`src/rtl/scpad_types_pkg.sv`:
```
// Shared scratchpad types: geometry, tile request struct and sequencer states.
package scpad_types_pkg;
   localparam int NUM_COLS      = 8;
   localparam int MAX_DIM_WIDTH = $clog2(NUM_COLS);
   localparam int ROW_IDX_WIDTH = 8;
   localparam int DIM_CNT_WIDTH = MAX_DIM_WIDTH + 1;
   // Widest tag any sequencer instance may carry; narrower tags are zero-extended.
   localparam int MAX_ID_WIDTH  = 16;

   typedef enum logic {IDLE, ISSUE} seq_state_t;

   typedef struct packed {
      logic                     row_or_col;
      logic [ROW_IDX_WIDTH-1:0] spad_addr;
      logic [DIM_CNT_WIDTH-1:0] num_rows;
      logic [DIM_CNT_WIDTH-1:0] num_cols;
      logic [MAX_ID_WIDTH-1:0]  id;
   } tile_req_t;

   function automatic logic [DIM_CNT_WIDTH-1:0] clamp_dim(input logic [DIM_CNT_WIDTH-1:0] n);
      return (n > DIM_CNT_WIDTH'(NUM_COLS)) ? DIM_CNT_WIDTH'(NUM_COLS) : n;
   endfunction
endpackage

```
`src/rtl/scpad_sat_counter.sv`:
```
// 32-bit saturating event counter; only built when SCPAD_SEQ_PERF_EN is defined.
`ifdef SCPAD_SEQ_PERF_EN
module scpad_sat_counter (
   input  logic        CLK,
   input  logic        nRST,
   input  logic        inc,
   output logic [31:0] count
);
   always_ff @(posedge CLK) begin
      if (!nRST)                 count <= '0;
      else if (inc && count != '1) count <= count + 32'd1;
   end
endmodule
`endif

```
`src/rtl/scpad_tile_sequencer.sv`:
```
// Expands one tile request into per-row/per-column beats for the address mapper.
// Optional perf counters under SCPAD_SEQ_PERF_EN.
module scpad_tile_sequencer
   import scpad_types_pkg::*;
#(
   parameter int ID_WIDTH = 4
) (
   input  logic                     CLK,
   input  logic                     nRST,
   input  logic                     flush,
   input  logic                     req_valid,
   output logic                     req_ready,
   input  logic                     req_row_or_col,
   input  logic [ROW_IDX_WIDTH-1:0] req_spad_addr,
   input  logic [DIM_CNT_WIDTH-1:0] req_num_rows,
   input  logic [DIM_CNT_WIDTH-1:0] req_num_cols,
   input  logic [ID_WIDTH-1:0]      req_id,
   output logic                     beat_valid,
   input  logic                     beat_ready,
   output logic                     beat_row_or_col,
   output logic [ROW_IDX_WIDTH-1:0] beat_spad_addr,
   output logic [DIM_CNT_WIDTH-1:0] beat_num_rows,
   output logic [DIM_CNT_WIDTH-1:0] beat_num_cols,
   output logic [MAX_DIM_WIDTH-1:0] beat_row_id,
   output logic [MAX_DIM_WIDTH-1:0] beat_col_id,
   output logic                     beat_last,
   output logic [ID_WIDTH-1:0]      beat_id,
   output logic                     done_valid,
   output logic [ID_WIDTH-1:0]      done_id,
   output logic                     busy
`ifdef SCPAD_SEQ_PERF_EN
   ,
   output logic [31:0]              perf_beats,
   output logic [31:0]              perf_stall_cycles
`endif
);
   seq_state_t               state;
   tile_req_t                req_q;
   logic [DIM_CNT_WIDTH-1:0] cnt, total, req_total;
   logic                     pend_valid;
   logic [ID_WIDTH-1:0]      pend_id;
   logic                     beat_fire, last_fire, req_fire;

   assign req_total = clamp_dim(req_row_or_col ? req_num_rows : req_num_cols);

   assign beat_valid = nRST && !flush && (state == ISSUE);
   assign beat_last  = (state == ISSUE) && (cnt == total - DIM_CNT_WIDTH'(1));
   assign beat_fire  = beat_valid && beat_ready;
   assign last_fire  = beat_fire && beat_last;
   // A zero-size request landing on a last beat parks its done one cycle; hold off
   // new requests until that pulse has gone out.
   assign req_ready  = nRST && !flush && !pend_valid && ((state == IDLE) || last_fire);
   assign req_fire   = req_valid && req_ready;

   assign beat_row_or_col = req_q.row_or_col;
   assign beat_spad_addr  = req_q.spad_addr;
   assign beat_num_rows   = req_q.num_rows;
   assign beat_num_cols   = req_q.num_cols;
   assign beat_id         = ID_WIDTH'(req_q.id);
   assign beat_row_id     = req_q.row_or_col  ? cnt[MAX_DIM_WIDTH-1:0] : '0;
   assign beat_col_id     = !req_q.row_or_col ? cnt[MAX_DIM_WIDTH-1:0] : '0;
   assign busy            = (state != IDLE);

   always_ff @(posedge CLK) begin
      if (!nRST) begin
         state      <= IDLE;
         req_q      <= '0;
         cnt        <= '0;
         total      <= '0;
         pend_valid <= 1'b0;
         pend_id    <= '0;
         done_valid <= 1'b0;
         done_id    <= '0;
      end else begin
         done_valid <= 1'b0;
         if (flush) begin
            state      <= IDLE;
            pend_valid <= 1'b0;
         end else begin
            if (pend_valid) begin
               done_valid <= 1'b1;
               done_id    <= pend_id;
               pend_valid <= 1'b0;
            end
            if (beat_fire) begin
               cnt <= cnt + DIM_CNT_WIDTH'(1);
               if (beat_last) begin
                  done_valid <= 1'b1;
                  done_id    <= ID_WIDTH'(req_q.id);
                  state      <= IDLE;
               end
            end
            if (req_fire) begin
               req_q <= '{row_or_col: req_row_or_col, spad_addr: req_spad_addr,
                          num_rows: req_num_rows, num_cols: req_num_cols,
                          id: MAX_ID_WIDTH'(req_id)};
               cnt   <= '0;
               total <= req_total;
               if (req_total == '0) begin
                  state <= IDLE;
                  if (last_fire) begin
                     pend_valid <= 1'b1;
                     pend_id    <= req_id;
                  end else begin
                     done_valid <= 1'b1;
                     done_id    <= req_id;
                  end
               end else begin
                  state <= ISSUE;
               end
            end
         end
      end
   end

`ifdef SCPAD_SEQ_PERF_EN
   scpad_sat_counter u_perf_beats (
      .CLK(CLK), .nRST(nRST), .inc(beat_fire), .count(perf_beats)
   );
   scpad_sat_counter u_perf_stall (
      .CLK(CLK), .nRST(nRST), .inc(beat_valid && !beat_ready), .count(perf_stall_cycles)
   );
`endif
endmodule

```
`config.mk`:
```
export PLATFORM = sky130hd
export DESIGN_NAME = scpad_tile_sequencer
export DESIGN_NICKNAME = d
export VERILOG_FILES = /design/src/rtl/scpad_types_pkg.sv /design/src/rtl/scpad_sat_counter.sv /design/src/rtl/scpad_tile_sequencer.sv
export SDC_FILE = /design/constraint.sdc
export NUM_CORES = 1
export LEC_CHECK = 0
export BUFFER_PORTS_ARGS = -buffer_cell sky130_fd_sc_hd__buf_2
export CORE_MARGIN = 2
export CORE_UTILIZATION = 55
export CTS_BUF_LIST = sky130_fd_sc_hd__clkbuf_4 sky130_fd_sc_hd__clkbuf_8
export CTS_CLUSTER_SIZE = 28
export DETAILED_ROUTE_END_ITERATION = 6
export GPL_TIMING_DRIVEN = 0
export PLACE_DENSITY_LB_ADDON = 0.08
export SETUP_SLACK_MARGIN = 0.4
export SYNTH_ARGS = -nofsm -noshare
export SYNTH_HDL_FRONTEND = slang
export SYNTH_HIERARCHICAL = 1
export SYNTH_SLANG_ARGS = --single-unit
```
`constraint.sdc`:
```
create_clock -name CLK -period 4.05 [get_ports CLK]
set_input_delay 0.2025 -clock CLK [delete_from_list [all_inputs] [get_ports CLK]]
set_output_delay 0.2025 -clock CLK [all_outputs]
set_load 0.02 [all_outputs]
```
-- Word level (Yosys, flattened, before mapping)
Cells that the tools add are included.
- bits in registers: 40
- input bits: 26
- output and inout port bits: 36
- add/sub/neg operators: 2
- $lt $le $gt $ge: 1
- equal/unequal tests: 1
- multiplexer cells: 23
- bitwise operators: 5
- reductions and logical operators: 20
- operators by type and width (kind ; count):
    two-way mux 4 bit ; 10
    two-way mux 1 bit ; 11
    logical AND 1 bit ; 8
    two-way mux 3 bit ; 2
    AND reduction 2 bit ; 3
    NOT 1 bit ; 5
    adder 4 x 1 -> 4 bit, second input constant ; 1
    equality test 4 bit ; 1
    greater-than comparator 4 bit, second input constant ; 1
    zero test 4 bit ; 1
    AND reduction 4 bit ; 1
    nonzero test 2 bit ; 2
    OR reduction 4 bit ; 1
    subtractor 4 x 1 -> 4 bit, second input constant ; 1
    zero test 1 bit ; 2
    OR reduction 2 bit ; 1
    logical OR 1 bit ; 1

-- Depth between registers and ports, before layout
Gate-level depths: netlist of run 1.
- depth in word-level cells: 10
- depth in mapped cells: 8
- gate-level depth less buffers: 7

-- Worst setup path before layout of run 1
OpenSTA, ideal clock, no wires.
- path kind: register to output
- from: register total[0]
- to: output req_ready
- data arrival time: 2077 ps
- data required time: 3848 ps
- path slack: 1770 ps
- stages on the path, launching flop included: 8
- buffers on the path: 1
- cell sequence: dfxtp_1 > inv_1 > ha_1 > xor2_1 > nand3_2 > or3_1 > buf_6 > a211oi_1
- cells in the longest elaborated chain, start to end: 6
- ends and longest elaborated chain (element ; line ; RTL):
    from (decl) ; scpad_tile_sequencer.sv:39 ; logic [DIM_CNT_WIDTH-1:0] cnt, total, req_total;
    from (signal assigned) ; scpad_tile_sequencer.sv:98 ; total <= req_total;
    subtractor 4 x 1 -> 4 bit ; scpad_tile_sequencer.sv:47 ; assign beat_last = (state == ISSUE) && (cnt == total - DIM_CNT_WIDTH'(1));
    equality test 4 bit ; scpad_tile_sequencer.sv:47 ;
    logical AND 1 bit ; scpad_tile_sequencer.sv:47 ;
    logical AND 1 bit ; scpad_tile_sequencer.sv:49 ; assign last_fire = beat_fire && beat_last;
    logical OR 1 bit ; scpad_tile_sequencer.sv:52 ; assign req_ready = nRST && !flush && !pend_valid && ((state == IDLE) || last_fire);
    logical AND 1 bit ; scpad_tile_sequencer.sv:52 ;
    to (decl) ; scpad_tile_sequencer.sv:12 ; output logic req_ready,
No other way between the ends.

-- Worst setup path in the final report of run 1
Ends and elaborated chain as after synthesis.

==> flow_summary.toml, run 1 <==
[logic_synthesis]
asyncSetResetFlopFracSynth = 0
synth_seq_cells = 40
synth_top_area_frac = 0.4307
leading_post_synthesis_cells_by_cell_area = "dfxtp_1 43%, nand2_1 12%, o21ai_1 8.6%"
synth_compound_gate_area_share = 0.1359
yosysSeqAreaShare = 0.4307
yosys.area_share.adder = 0.01346
postSynthAreaPerCell_um2 = 8.300
mapped_cells = 224
synth_cell_types = 38
synth-edff-count = 0
synth-xor-area-share = 0.04509
main_combinational_cell_family_by_area_after_synthesis = "simple AND/OR/NAND/NOR gates"
mappedNetlistNets = 252
synth_area_um2 = 1859
synth_area_leader_cell = "dfxtp_1"
yosys_most_used_dff = "dfxtp_1"
yosysWarnings = 6
synthMuxAreaShare = 0.05518
synthSimpleGateAreaFrac = 0.2692

[pwr]
power_density_nw_per_um2 = 322.3
cellLeakagePower_nw = 1.034
total_power_mw = 0.7342
vdd_drop_max_mv = 0.2217

[critical_path]
worst-path-stages = 8
critical_path.cell_chain = "inv_1 -> ha_1 -> xor2_1 -> nand3_2 -> or3_1 -> buf_6 -> a211oi_1 -> buf_2"
cp-end-kind = "output pin"
cp.required_ns = 3.85
crit_type = "register to output pin"
reg2reg_depth = 8
setup.worst_path.start = "total[0]"
critical-path-max-stage-delay_ns = 0.40
cp-endpoint = "req_ready"
gate_family_responsible_for_the_most_delay_along_the_worst_path = "simple AND/OR/NAND/NOR gates"
cp-start-kind = "register"
critPathBufInv = 3
data_arrival_at_the_endpoint_of_the_critical_path_ns = 2.36
worstReg2RegStart = "total[0]"
worstPathMaxFanout = 8
cp_slowest_cell = "dfxtp_1"
timing.reg2reg.setup_slack_ns = 1.97
worst_r2r_endpoint = "pend_id[2]"

[sta]
slew_violations = 0
timing.final.hold_violations = 0
unrepaired_setup_endpoints_after_global_routing = "no"
totalNegativeSetupSlack_ns = 0
tightestPinTransition_ns = 0.7424
fin_crit_ns = 2.561
achievable-frequency_ghz = 0.3904
setup-violations-final = 0
timing.final.crit_share = 0.6325
timing.slew.headroom = 0.4909
fin_skew_ns = 0.02299

[finish]
fin_area_um2 = 2278
area_growth_pct = 22.54
drive_above_1_share = 0.2911
antenna_cells = 0
layout.cells.non_filler = 338
num-nets-final = 319

[placed_design]
routabilityCongestion = 0.8332
buffer_ports.inserted = 60
dpl_cell_area_um2 = 2217
numPlacedInstances = 330
post-dp-hpwl_um = 3176

[clock_tree]
post_cts_setup_buffer_count = 0
cts_hold_buf = 0
cts.clk_slew.worst_paths_ns = 0.12
number_of_clock_sinks_seen_by_cts = 40
post_cts_resize_count = 0
worstSkewPairLatency_ns = 0.36
htree_levels = 2
tritoncts.num_buffers = 5
tritoncts = "built"
cts_root_buffer = "clkbuf_4"
cts_buffer_depth = 2

[floorplanning]
pin_count = 62
die_y_um = 62.14
die_width_um = 62.14
design.core.area_um2 = 3284
floorplan.die_area_um2 = 3861
placement_rows = 21
initial_core_util = 0.5661

[global_route]
grt_pass1_vias = 1692
global_route_overflow = 0
number_of_antenna_violations_at_the_first_check_in_global_routing = 0
groute.usage.overall = 0.2419
use_met2 = 0.3872
grt.met3_usage = 0.04710
grt_start_max_net_pins = 13
grt_util_met1 = 0.3206
grt_most_used_layer = "met2"
grt_pass1_wl_um = 7541

[route]
drcViolationCount = 0
avgRoutedWirePerCell_um = 12.96
routed_via_density = 5.222
routed_wirelength_um = 4381
vias = 1765
drt_pass1_iterations = 5
antenna_violating_nets_post_route = 0
detailedRoute.firstIterationViolations = 86

[flow_run]
timing.max_cap.violations = 0

[worst_hold_path]
path_category_of_the_worst_min_delay_check = "input pin to register"

[status]
run_status = "finished, final reports clean"
==> worst reg2reg max path, stage by stage (launching register included) <==
cell and delay [ns]:
dfxtp_1 0.40, inv_1 0.06, ha_1 0.30, xor2_1 0.15, nand3_2 0.14, or3_1 0.40
buf_6 0.15, nor3_4 0.26, o21ai_1 0.11
==> flip-flops by register name, summed over array words and instances, names as in the netlist <==
signal	cells
beat_spad_addr	8
beat_id	4
beat_num_cols	4
beat_num_rows	4
cnt	4
done_id	4
pend_id	4
total	4
beat_row_or_col	1
busy	1
done_valid	1
pend_valid	1
==> cells by family after synthesis <==
logic type	count (synthesis)
simple gates	101
buf+inv	19
fa+ha+maj	2
xor+xnor	8
flops	40
mux	10
compound gates	44
==> routing by layer <==
metal / vias to the layer above / part of all wire
met1: 796 / 0.47
met2: 63 / 0.45
li1: 899 / -
met5: - / 0
met3: 7 / 0.060
met4: 0 / 0.018
==> area by class of cell <==
type	count	area, um^2
inverter	4	15.01
sequential	40	800.8
clock inverter	1	8.758
timing repair buffer	60	300.3
buffer	15	78.83
fill	300	1006
multi-input combinational	165	964.7
clock buffer	7	52.55
tap	46	57.56
==> through the flow <==
stage	setup slack, ns	hold WS [ns]	util
floorplan	1.770	0.3171	-
global placement	1.891	0.4024	0.6750
detailed placement	1.874	0.4073	0.6750
CTS	1.473	0.03680	0.6937
global route	1.351	0.04406	0.6937
finish	1.489	0.03806	0.6937
==> how the worst min path moves through the flow <==
stage                startpoint           endpoint  slack [ns]  cells past startpoint
2_1_floorplan         req_id[0]         beat_id[0]        0.32                      2
3_3_place_gp   req_spad_addr[5]  beat_spad_addr[5]        0.40                      3
3_5_place_dp   req_spad_addr[2]  beat_spad_addr[2]        0.41                      3
4_1_cts        req_spad_addr[5]  beat_spad_addr[5]        0.04                      3
5_1_grt        req_spad_addr[2]  beat_spad_addr[2]        0.04                      3
6_report       req_spad_addr[5]  beat_spad_addr[5]        0.04                      3
==> power by group <==
group,total [mW],internal [mW],switching (mW),leakage [nW]
combinational,0.101,0.0383,0.0624,0.672
sequential,0.417,0.408,0.00911,0.326
clock,0.217,0.0832,0.134,0.0363
==> synthesized netlist by cell type (3+ instances only) <==
cell / instances
nand2_1: 57
nor2b_1: 3
mux2i_1: 8
o21ai_0: 3
and2_1: 3
xnor2_1: 3
buf_2: 6
nor3_1: 3
o21ai_1: 32
dfxtp_1: 40
nand3_1: 8
a211o_1: 3
inv_1: 4
xor2_1: 4
nor4_1: 5
clkbuf_1: 6
nor2_1: 10
==> cell usage in the layout, fill, tap and decap left out, types with 3 or more instances in the layout <==
cell type | Yosys | layout
a211o_1 | 3 | 3
and2_1 | 3 | 3
buf_2 | 6 | 66
clkbuf_1 | 6 | 6
clkbuf_4 | 0 | 7
dfxtp_1 | 40 | 40
inv_1 | 4 | 4
mux2i_1 | 8 | 8
nand2_1 | 57 | 57
nand3_1 | 8 | 8
nor2_1 | 10 | 10
nor2b_1 | 3 | 3
nor3_1 | 3 | 3
nor4_1 | 5 | 5
o21ai_0 | 3 | 3
o21ai_1 | 32 | 32
xnor2_1 | 3 | 3
xor2_1 | 4 | 4
Power figures use the tool's default switching activity.
==> run 2, diff against run 1 <==
--- a/config.mk
+++ b/config.mk
@@ -7,7 +7,7 @@
 export LEC_CHECK = 0
 export BUFFER_PORTS_ARGS = -buffer_cell sky130_fd_sc_hd__buf_2
 export CORE_MARGIN = 2
-export CORE_UTILIZATION = 55
+export CORE_UTILIZATION = 52
 export CTS_BUF_LIST = sky130_fd_sc_hd__clkbuf_4 sky130_fd_sc_hd__clkbuf_8
 export CTS_CLUSTER_SIZE = 28
 export DETAILED_ROUTE_END_ITERATION = 6
==> constraint.sdc (replaced) <==
create_clock -name CLK -period 2.5 [get_ports CLK]
set_input_delay 0.125 -clock CLK [delete_from_list [all_inputs] [get_ports CLK]]
set_output_delay 0.125 -clock CLK [all_outputs]
set_load 0.02 [all_outputs]
==> run 2 against run 1 <==
  * Clock skew fell by 0.015 ns
  * Sequential share of layout area is 2.4 points lower
  * Via count grew 2.7%
  * Count of clock-buffer cells in the layout is 1 lower
  * First-iteration DRC count decreased by 1.2%
  * Critical endpoint unchanged
==> flow_summary.toml, run 2 (same netlist as run 1, synthesis figures left out) <==
[status]
run_status = "finished, final reports clean"

[pwr]
total_power_mw = 1.177
power_density_nw_per_um2 = 479.0
cellLeakagePower_nw = 1.110
vdd_drop_max_mv = 0.4271

[route]
m1_wire_length_um = 2179
routed_via_density = 5.177
met2RoutedLength_um = 2113
uppermost_signal_routing_layer_after_detailed_routing = "met4"
antenna_violating_nets_post_route = 0
drt_pass1_iterations = 4
detailedRoute.firstIterationViolations = 85
vias = 1812
drcViolationCount = 0
routed_wirelength_um = 4525
avgRoutedWirePerCell_um = 12.93
wl_met3_um = 191

[finish]
layout.cells.non_filler = 350
area_growth_pct = 32.10
most-common-layout-cells = "60 x buf_2, 57 x nand2_1, 38 x dfxtp_1"
largest_register_ff_count = 8
drive_above_1_share = 0.3257
antenna_cells = 0
num-nets-final = 332
layout.cells.most_common = "buf_2"

[critical_path]
cp-start-kind = "register"
critical_path.cell_chain = "inv_2 -> ha_4 -> xor2_2 -> nand3_2 -> or3_1 -> buf_6 -> a211oi_2 -> buf_4"
cp_slowest_cell = "dfxtp_2"
cp-end-kind = "output pin"
cp.required_ns = 2.38
worstPathMaxFanout = 2
crit_type = "register to output pin"
data_arrival_at_the_endpoint_of_the_critical_path_ns = 2.01
critical-path-max-stage-delay_ns = 0.36

[flow_run]
timing.max_cap.violations = 0

[floorplanning]
pin_count = 62
design.core.area_um2 = 3390
floorplan.die_area_um2 = 4070
initial_core_util = 0.5485
placement_rows = 21
die_width_um = 63.80
die_y_um = 63.80

[clock_tree]
tritoncts = "built"
htree_levels = 2
cts_buffer_depth = 2
worstSkewPairLatency_ns = 0.34
number_of_clock_sinks_seen_by_cts = 40
tritoncts.num_buffers = 5
cts.clk_slew.worst_paths_ns = 0.11
cts_root_buffer = "clkbuf_4"

[global_route]
global_route_overflow = 0
grt_pass1_wl_um = 7527
groute.usage.overall = 0.2297
grt_start_max_net_pins = 12
number_of_antenna_violations_at_the_first_check_in_global_routing = 0
grt_pass1_vias = 1631

[worst_hold_path]
path_category_of_the_worst_min_delay_check = "input pin to register"

[sta]
final.hold.worst_slack_ns = 0.01229
tightestPinTransition_ns = 0.6637
timing.final.crit_share = 0.8547
timing.final.hold_violations = 0
timing.slew.headroom = 0.5449
setup-violations-final = 0
slew_violations = 0
fin_skew_ns = 0.008190
worst_slack_ns = 0.3632
totalNegativeSetupSlack_ns = 0
unrepaired_setup_endpoints_after_global_routing = "yes"
fin_crit_ns = 2.137
achievable-frequency_ghz = 0.4680

[placed_design]
routabilityCongestion = 0.8348
buffer_ports.inserted = 60
post-dp-hpwl_um = 3188
placement.setup.worst_slack_ns = 0.4033
numPlacedInstances = 330
==> run 2: changes by cell type in the layout (fill, tap and decap cells not counted), sizes merged <==
cell / change
buf: +6
dlygate4sd3: +7
clkbuf: -1
==> run 2: worst max-delay path, delay by kind of cell (launching register included) <==
family,cells,cell delay (ns)
DFF,1,0.36
AOI/OAI and AO/OA,1,0.17
xor gates and xnor gates,1,0.14
buffers and inverters,3,0.34
adders and majority gates,1,0.26
and+or+nand+nor,2,0.40
==> run 2: power breakdown <==
group,switching [mW],internal (mW),total [mW]
clock network,0.197,0.115,0.312
registers,0.0149,0.660,0.675
logic,0.109,0.0803,0.190
total,0.321,0.855,1.18
==> run 2: path summary, 6_finish.rpt <==
path / cells after the start / slack [ns] / startpoint / endpoint
setup reg to reg: 10 / 0.52 / total[0] / beat_num_rows[0]
hold reg to reg: 2 / 0.45 / beat_num_cols[1] / beat_num_cols[1]
hold / removal: 3 / 0.01 / req_num_rows[3] / beat_num_rows[3]
setup / recovery: 8 / 0.36 / total[0] / req_ready
==> run 2: repair_timing <==
action,in CTS,in global routing
resized for setup,6,17
hold endpoints to repair,7,0
setup buffers,6,0
hold buffers,7,0
pin swaps,5,2
setup endpoints to repair,1,37
==> run 2: layer usage <==
| layer | up-vias | GRT usage |
|---|---|---|
| li1 | 917 | - |
| met1 | 842 | 0.3180 |
| met2 | 48 | 0.3672 |
| met3 | 5 | 0.04049 |
| met4 | 0 | 0.06522 |
| met5 | - | 0 |
==> run 2: cell type report <==
cell class                 instances  area [um^2]
clock buffer                       6        45.04
tap                               46        57.56
clock inverter                     1        5.005
inverter                           4        15.01
fill                             277        933.4
buffer                            15        100.1
timing repair buffer              73        417.9
sequential                        40        803.3
multi-input combinational        165         1012
==> run 2: through the flow <==
| step | util | instance area, um^2 |
|---|---|---|
| 2_1_floorplan | - | 1864 |
| 3_3_place_gp | 0.6556 | 2222 |
| 3_5_place_dp | 0.6556 | 2222 |
| 4_1_cts | 0.7095 | 2405 |
| 5_1_grt | 0.7246 | 2456 |
| 6_report | 0.7246 | 2456 |
